===== src/rtl/ad_trigger_capture.sv =====
// ad_trigger_capture: edge-triggered ADC frame capture into a 2^ADDR_W-deep
// circular buffer, with a trigger-aligned registered read port (logical index
// 0 = oldest pre-trigger sample, PRE_TRIG = trigger sample).
// Optional build macro: AD_TRIG_CAPTURE_AUTO_TRIG_EN enables a forced trigger
// after AUTO_TIMEOUT valid samples in WAIT_TRIG; without it auto_trig is 0.
module ad_trigger_capture #(
  parameter int ADDR_W       = 9,
  parameter int DATA_W       = 8,
  parameter int PRE_TRIG     = 64,
  parameter int AUTO_TIMEOUT = 4096
) (
  input  logic              clk,
  input  logic              rst,
  input  logic              sample_valid,
  input  logic [DATA_W-1:0] sample_data,
  input  logic [DATA_W-1:0] trig_level,
  input  logic              trig_slope,
  input  logic              arm,
  input  logic [ADDR_W-1:0] rd_addr,
  output logic [DATA_W-1:0] rd_data,
  output logic              frame_ready,
  output logic              busy,
  output logic              auto_trig
);

  localparam int DEPTH = 1 << ADDR_W;

  if (PRE_TRIG < 1 || PRE_TRIG > DEPTH - 2 || AUTO_TIMEOUT < 1) begin : g_param_check
    $error("ad_trigger_capture: illegal PRE_TRIG or AUTO_TIMEOUT");
  end

  typedef enum logic [2:0] {
    S_IDLE,
    S_PRE_FILL,
    S_WAIT_TRIG,
    S_POST_FILL,
    S_DONE
  } state_t;

  state_t state_q, state_d;

  logic [ADDR_W-1:0] wr_ptr_q, wr_ptr_d;
  logic [ADDR_W-1:0] cnt_q, cnt_d;
  logic [ADDR_W-1:0] start_addr_q, start_addr_d;
  logic [DATA_W-1:0] prev_q, prev_d;
  logic              prev_valid_q, prev_valid_d;
  logic [DATA_W-1:0] rd_data_q;
  logic [ADDR_W-1:0] rd_phys;

  logic [DATA_W-1:0] mem [DEPTH];

  logic capturing;
  logic wr_en;
  logic arm_go;
  logic trig_hit;
  logic timeout_hit;
  logic fire;

`ifdef AD_TRIG_CAPTURE_AUTO_TRIG_EN
  localparam int TO_W = $clog2(AUTO_TIMEOUT + 1);
  logic [TO_W-1:0] to_cnt_q, to_cnt_d;
  logic            auto_trig_q, auto_trig_d;
`endif

  // Qualifiers shared by next-state and datapath logic
  always_comb begin
    capturing = (state_q == S_PRE_FILL) || (state_q == S_WAIT_TRIG) ||
                (state_q == S_POST_FILL);
    wr_en     = capturing && sample_valid;
    arm_go    = arm && ((state_q == S_IDLE) || (state_q == S_DONE));
    if (trig_slope)
      trig_hit = prev_valid_q && (prev_q > trig_level) && (sample_data <= trig_level);
    else
      trig_hit = prev_valid_q && (prev_q < trig_level) && (sample_data >= trig_level);
`ifdef AD_TRIG_CAPTURE_AUTO_TRIG_EN
    timeout_hit = (to_cnt_q == TO_W'(AUTO_TIMEOUT - 1));
`else
    timeout_hit = 1'b0;
`endif
    fire = wr_en && (state_q == S_WAIT_TRIG) && (trig_hit || timeout_hit);
  end

  // State register
  always_ff @(posedge clk or posedge rst) begin
    if (rst) state_q <= S_IDLE;
    else     state_q <= state_d;
  end

  // Next-state logic
  always_comb begin
    state_d = state_q;
    case (state_q)
      S_IDLE, S_DONE: if (arm) state_d = S_PRE_FILL;
      S_PRE_FILL:     if (wr_en && cnt_q == ADDR_W'(PRE_TRIG - 1)) state_d = S_WAIT_TRIG;
      S_WAIT_TRIG:    if (fire) state_d = S_POST_FILL;
      S_POST_FILL:    if (wr_en && cnt_q == ADDR_W'(DEPTH - PRE_TRIG - 2)) state_d = S_DONE;
      default:        state_d = S_IDLE;
    endcase
  end

  // Output decode
  always_comb begin
    busy        = capturing;
    frame_ready = (state_q == S_DONE);
    rd_data     = rd_data_q;
`ifdef AD_TRIG_CAPTURE_AUTO_TRIG_EN
    auto_trig   = auto_trig_q;
`else
    auto_trig   = 1'b0;
`endif
  end

  // Datapath next values: pointers, counters, trigger history
  always_comb begin
    wr_ptr_d     = wr_ptr_q;
    cnt_d        = cnt_q;
    start_addr_d = start_addr_q;
    prev_d       = prev_q;
    prev_valid_d = prev_valid_q;
`ifdef AD_TRIG_CAPTURE_AUTO_TRIG_EN
    to_cnt_d     = to_cnt_q;
    auto_trig_d  = auto_trig_q;
`endif
    if (arm_go) begin
      wr_ptr_d     = '0;
      cnt_d        = '0;
      prev_valid_d = 1'b0;
`ifdef AD_TRIG_CAPTURE_AUTO_TRIG_EN
      to_cnt_d     = '0;
      auto_trig_d  = 1'b0;
`endif
    end else if (wr_en) begin
      wr_ptr_d     = wr_ptr_q + 1'b1;
      prev_d       = sample_data;
      prev_valid_d = 1'b1;
      case (state_q)
        S_PRE_FILL: begin
          if (cnt_q == ADDR_W'(PRE_TRIG - 1)) cnt_d = '0;
          else                                cnt_d = cnt_q + 1'b1;
        end
        S_WAIT_TRIG: begin
          if (fire) begin
            start_addr_d = wr_ptr_q - ADDR_W'(PRE_TRIG);
            cnt_d        = '0;
`ifdef AD_TRIG_CAPTURE_AUTO_TRIG_EN
            // A real crossing on the timeout sample wins, so auto_trig stays low.
            auto_trig_d  = ~trig_hit;
          end else begin
            to_cnt_d     = to_cnt_q + 1'b1;
`endif
          end
        end
        S_POST_FILL: cnt_d = cnt_q + 1'b1;
        default: ;
      endcase
    end
  end

  // Datapath registers
  always_ff @(posedge clk or posedge rst) begin
    if (rst) begin
      wr_ptr_q     <= '0;
      cnt_q        <= '0;
      start_addr_q <= '0;
      prev_q       <= '0;
      prev_valid_q <= 1'b0;
`ifdef AD_TRIG_CAPTURE_AUTO_TRIG_EN
      to_cnt_q     <= '0;
      auto_trig_q  <= 1'b0;
`endif
    end else begin
      wr_ptr_q     <= wr_ptr_d;
      cnt_q        <= cnt_d;
      start_addr_q <= start_addr_d;
      prev_q       <= prev_d;
      prev_valid_q <= prev_valid_d;
`ifdef AD_TRIG_CAPTURE_AUTO_TRIG_EN
      to_cnt_q     <= to_cnt_d;
      auto_trig_q  <= auto_trig_d;
`endif
    end
  end

  // Sample buffer write port (no reset, block-RAM friendly)
  always_ff @(posedge clk) begin
    if (wr_en) mem[wr_ptr_q] <= sample_data;
  end

  assign rd_phys = start_addr_q + rd_addr;

  // Registered trigger-aligned read port
  always_ff @(posedge clk or posedge rst) begin
    if (rst) rd_data_q <= '0;
    else     rd_data_q <= mem[rd_phys];
  end

endmodule


===== config.mk =====
export PLATFORM = sky130hd
export DESIGN_NAME = ad_trigger_capture
export DESIGN_NICKNAME = d
export VERILOG_FILES = /design/src/rtl/ad_trigger_capture.sv
export SDC_FILE = /design/constraint.sdc
export NUM_CORES = 2
export LEC_CHECK = 0
export CORE_MARGIN = 2
export CORE_UTILIZATION = 40
export DETAILED_ROUTE_END_ITERATION = 16
export PLACE_DENSITY = 0.58
export SLEW_MARGIN = 20
export SYNTH_ARGS = -nofsm -noshare
export SYNTH_HDL_FRONTEND = slang
export SYNTH_SLANG_ARGS = --single-unit

===== constraint.sdc =====
create_clock -name clk -period 5.6 [get_ports clk]
set_input_delay 0.56 -clock clk [delete_from_list [all_inputs] [get_ports clk]]
set_output_delay 0.56 -clock clk [all_outputs]
set_load 0.02 [all_outputs]

==> out/metrics.yaml <==
floorplanning:
  coreArea_um2: 405000
  die_h_um: 641
  start_util_pct: 40.1
  num_rows: 234
  io_pins: 41
  fp.dieArea_um2: 411000
  die_w_um: 641
run_status:
  status: "finished clean"
synthesis:
  synthCells: 8142
  syn_area_per_cell_um2: 19.9
  ys.flop_type: "edfxtp_1"
  synth_warnings: 0
  ys_seq_area_share_pct: 76.4
  synth_edf_count: 4096
  synthesis.area_um2: 162000
  ys_ff_latch: 4143
  synthDistinctLibCells: 77
  async_flop_share_pct: 1.13
  synth_fp_nets: 8205
clocking:
  root_buffer: "clkbuf_16"
  clk_pin_slew_worst_paths_ns: 0.06
  post_cts_buffers: 0
  clock_sinks: 4143
  htreeDepth: 5
  cts_resized: 0
  ctsHoldBuffers: 4
  cts_made_buffers: 427
  insertion_delay_ns: 1.00
  cts_tree: "done"
  cts_buffer_depth: 4
global_routing:
  grt_max_degree: 206
  overflow: 0
  grt.total_usage_pct: 22.4
  antenna_found_initial: 27
  grt_pass1_wl_um: 659000
  grt_pass1_vias: 85900
timing:
  layout_setup_ws_ns: 0.635
  max_freq_mhz: 201
  relSlewSlack_pct: 20.2
  final-hold-violation-count: 0
  tightestPinTransition_ns: 1.19
  slew_violations: 0
  min_period_ns: 4.96
  clock_skew_ns: 0.0778
  whs_ns: 0.0512
  setup_violations: 0
  fin_crit_sh_pct: 88.7
  rsz0062_at_grt: "no"
finish:
  layout_common_cells: "edfxtp_1 (4096), mux4_2 (1033), nand2_1 (903), nor2_1 (561), buf_4 (481)"
  area_growth_pct: 15.1
  final_common_cell: "edfxtp_1"
  drive_gt1_share_pct: 25.3
  final_design_area_no_fill_um2: 187000
  fin_nets: 8760
place:
  portBuffers: 39
  gp_congestion: 0.846
  dpl_cell_area_um2: 173000
  hpwl_um: 289000
  preCtsSetupSlack_ns: 0.0132
critical_path:
  critPathKind: "register to register"
  cp.arrival_ns: 5.83
  crit_required_ns: 6.47
  end_kind: "register"
  reg2regPathDepth: 11
  crit_path_max_fanout: 15
  crit_path_start_kind: "register"
run:
  maxCapViolCount: 0
routing:
  num_vias: 84800
  routedWlPerCell_um: 32.1
  vias_per_cell: 5.85
  top_layer: "met5"
  final_antenna_net_count: 0
  drc: 0
  drt-total-wl_um: 465000
  met1_length_um: 188000
  first_iter_violations: 11000
  wl_met3_um: 39500
  drt_pre_antenna_iters: 6
  wl_met2_um: 221000
worst_hold_path:
  hold_class: "input pin to register"
  hold_depth: 1
pwr:
  p_leak_nw: 59.3
  power_per_cell_area_nw_per_um2: 396
  ir_drop_uv: 318
-- metal layers --
metal | global-route usage (%) | vias up
li1 | - | 34300
met1 | 31.4 | 45700
met2 | 35.9 | 3988
met3 | 3.86 | 766
met4 | 7.26 | 14
met5 | 0 | -
-- worst max-delay path, cell delays in order (launching register included) --
cell and delay [ns]:
dfrtp_1 0.51, ha_1 0.66, nand3_1 0.19, and3_1 0.34, nor4_4 0.94, buf_4 0.44, a32o_1 0.37, o22ai_1 0.14
a221o_1 0.38, nor3_1 0.55, buf_4 0.27, nor4b_2 0.05
-- worst paths after layout --
kind | from | endpoint | slack (ns)
setup / recovery | start_addr_q[2]$_DFFE_PP0P_ | rd_data[0]$_DFF_PP0_ | 0.64
hold / removal | sample_data[0] | mem[140][0]$_DFFE_PP_ | 0.05
max in group asynchronous | rst | wr_ptr_q[2]$_DFFE_PP0P_ | 4.79
hold reg to reg | prev_q[4]$_DFFE_PP0P_ | prev_q[4]$_DFFE_PP0P_ | 0.49
min in group asynchronous | rst | prev_q[0]$_DFFE_PP0P_ | 0.16
setup reg to reg | start_addr_q[2]$_DFFE_PP0P_ | rd_data[0]$_DFF_PP0_ | 0.64
-- kinds of logic after synthesis --
group / after synthesis / share of synthesized area, %
other: 1 / 0.00231
XOR/XNOR: 13 / 0.0832
buffers and inverters: 523 / 1.67
multiplexers: 1120 / 14.9
AND/OR/NAND/NOR: 1938 / 4.99
adder cells (fa/ha/maj): 33 / 0.259
AO/OA/AOI/OAI: 371 / 1.68
flip-flops: 4143 / 76.4
-- final cells by class --
type | count | area (um2)
clock inverters | 261 | 2640
diodes | 4 | 10.0
clock buffers | 522 | 11200
fillers | 34000 | 218000
repair buffers | 627 | 6150
well taps | 5428 | 6790
multi-input cells | 3476 | 35800
flip-flops and latches | 4143 | 124000
inverters | 22 | 82.6
-- cells in the mapped netlist, types with 52 or more instances --
| master | n | area share, % |
|---|---|---|
| and3_1 | 61 | 0.23 |
| clkbuf_1 | 205 | 0.47 |
| a311oi_1 | 68 | 0.37 |
| buf_2 | 115 | 0.35 |
| nand3_1 | 268 | 0.83 |
| nor2_1 | 565 | 1.3 |
| edfxtp_1 | 4096 | 76 |
| mux2i_1 | 77 | 0.47 |
| buf_4 | 121 | 0.56 |
| nand2_1 | 920 | 2.1 |
| mux4_2 | 1033 | 14 |
| a31oi_1 | 52 | 0.20 |
-- flip-flops by register name, summed over array words and instances (netlist names) --
register / flops
mem: 4096
cnt_q: 9
start_addr_q: 9
wr_ptr_q: 9
prev_q: 8
rd_data: 8
state_q: 3
prev_valid_q: 1
-- power by group --
part / switching [W] / internal [W]
combinational: 0.00710 / 0.00404
clock: 0.0120 / 0.0164
sequential: 0.000222 / 0.0343
-- metrics by stage --
step | utilization [%] | total power (W) | instances | setup TNS (ns)
after floorplan | - | 0.0409 | 8142 | 0
after global placement | 42.7 | 0.0462 | 13700 | -0.0915
after detailed placement | 42.7 | 0.0463 | 13700 | 0
after CTS | 46.1 | 0.0744 | 14500 | 0
after global routing | 46.1 | 0.0760 | 14500 | 0
final | 46.1 | 0.0741 | 14500 | 0
Power figures use the tool's default switching activity.
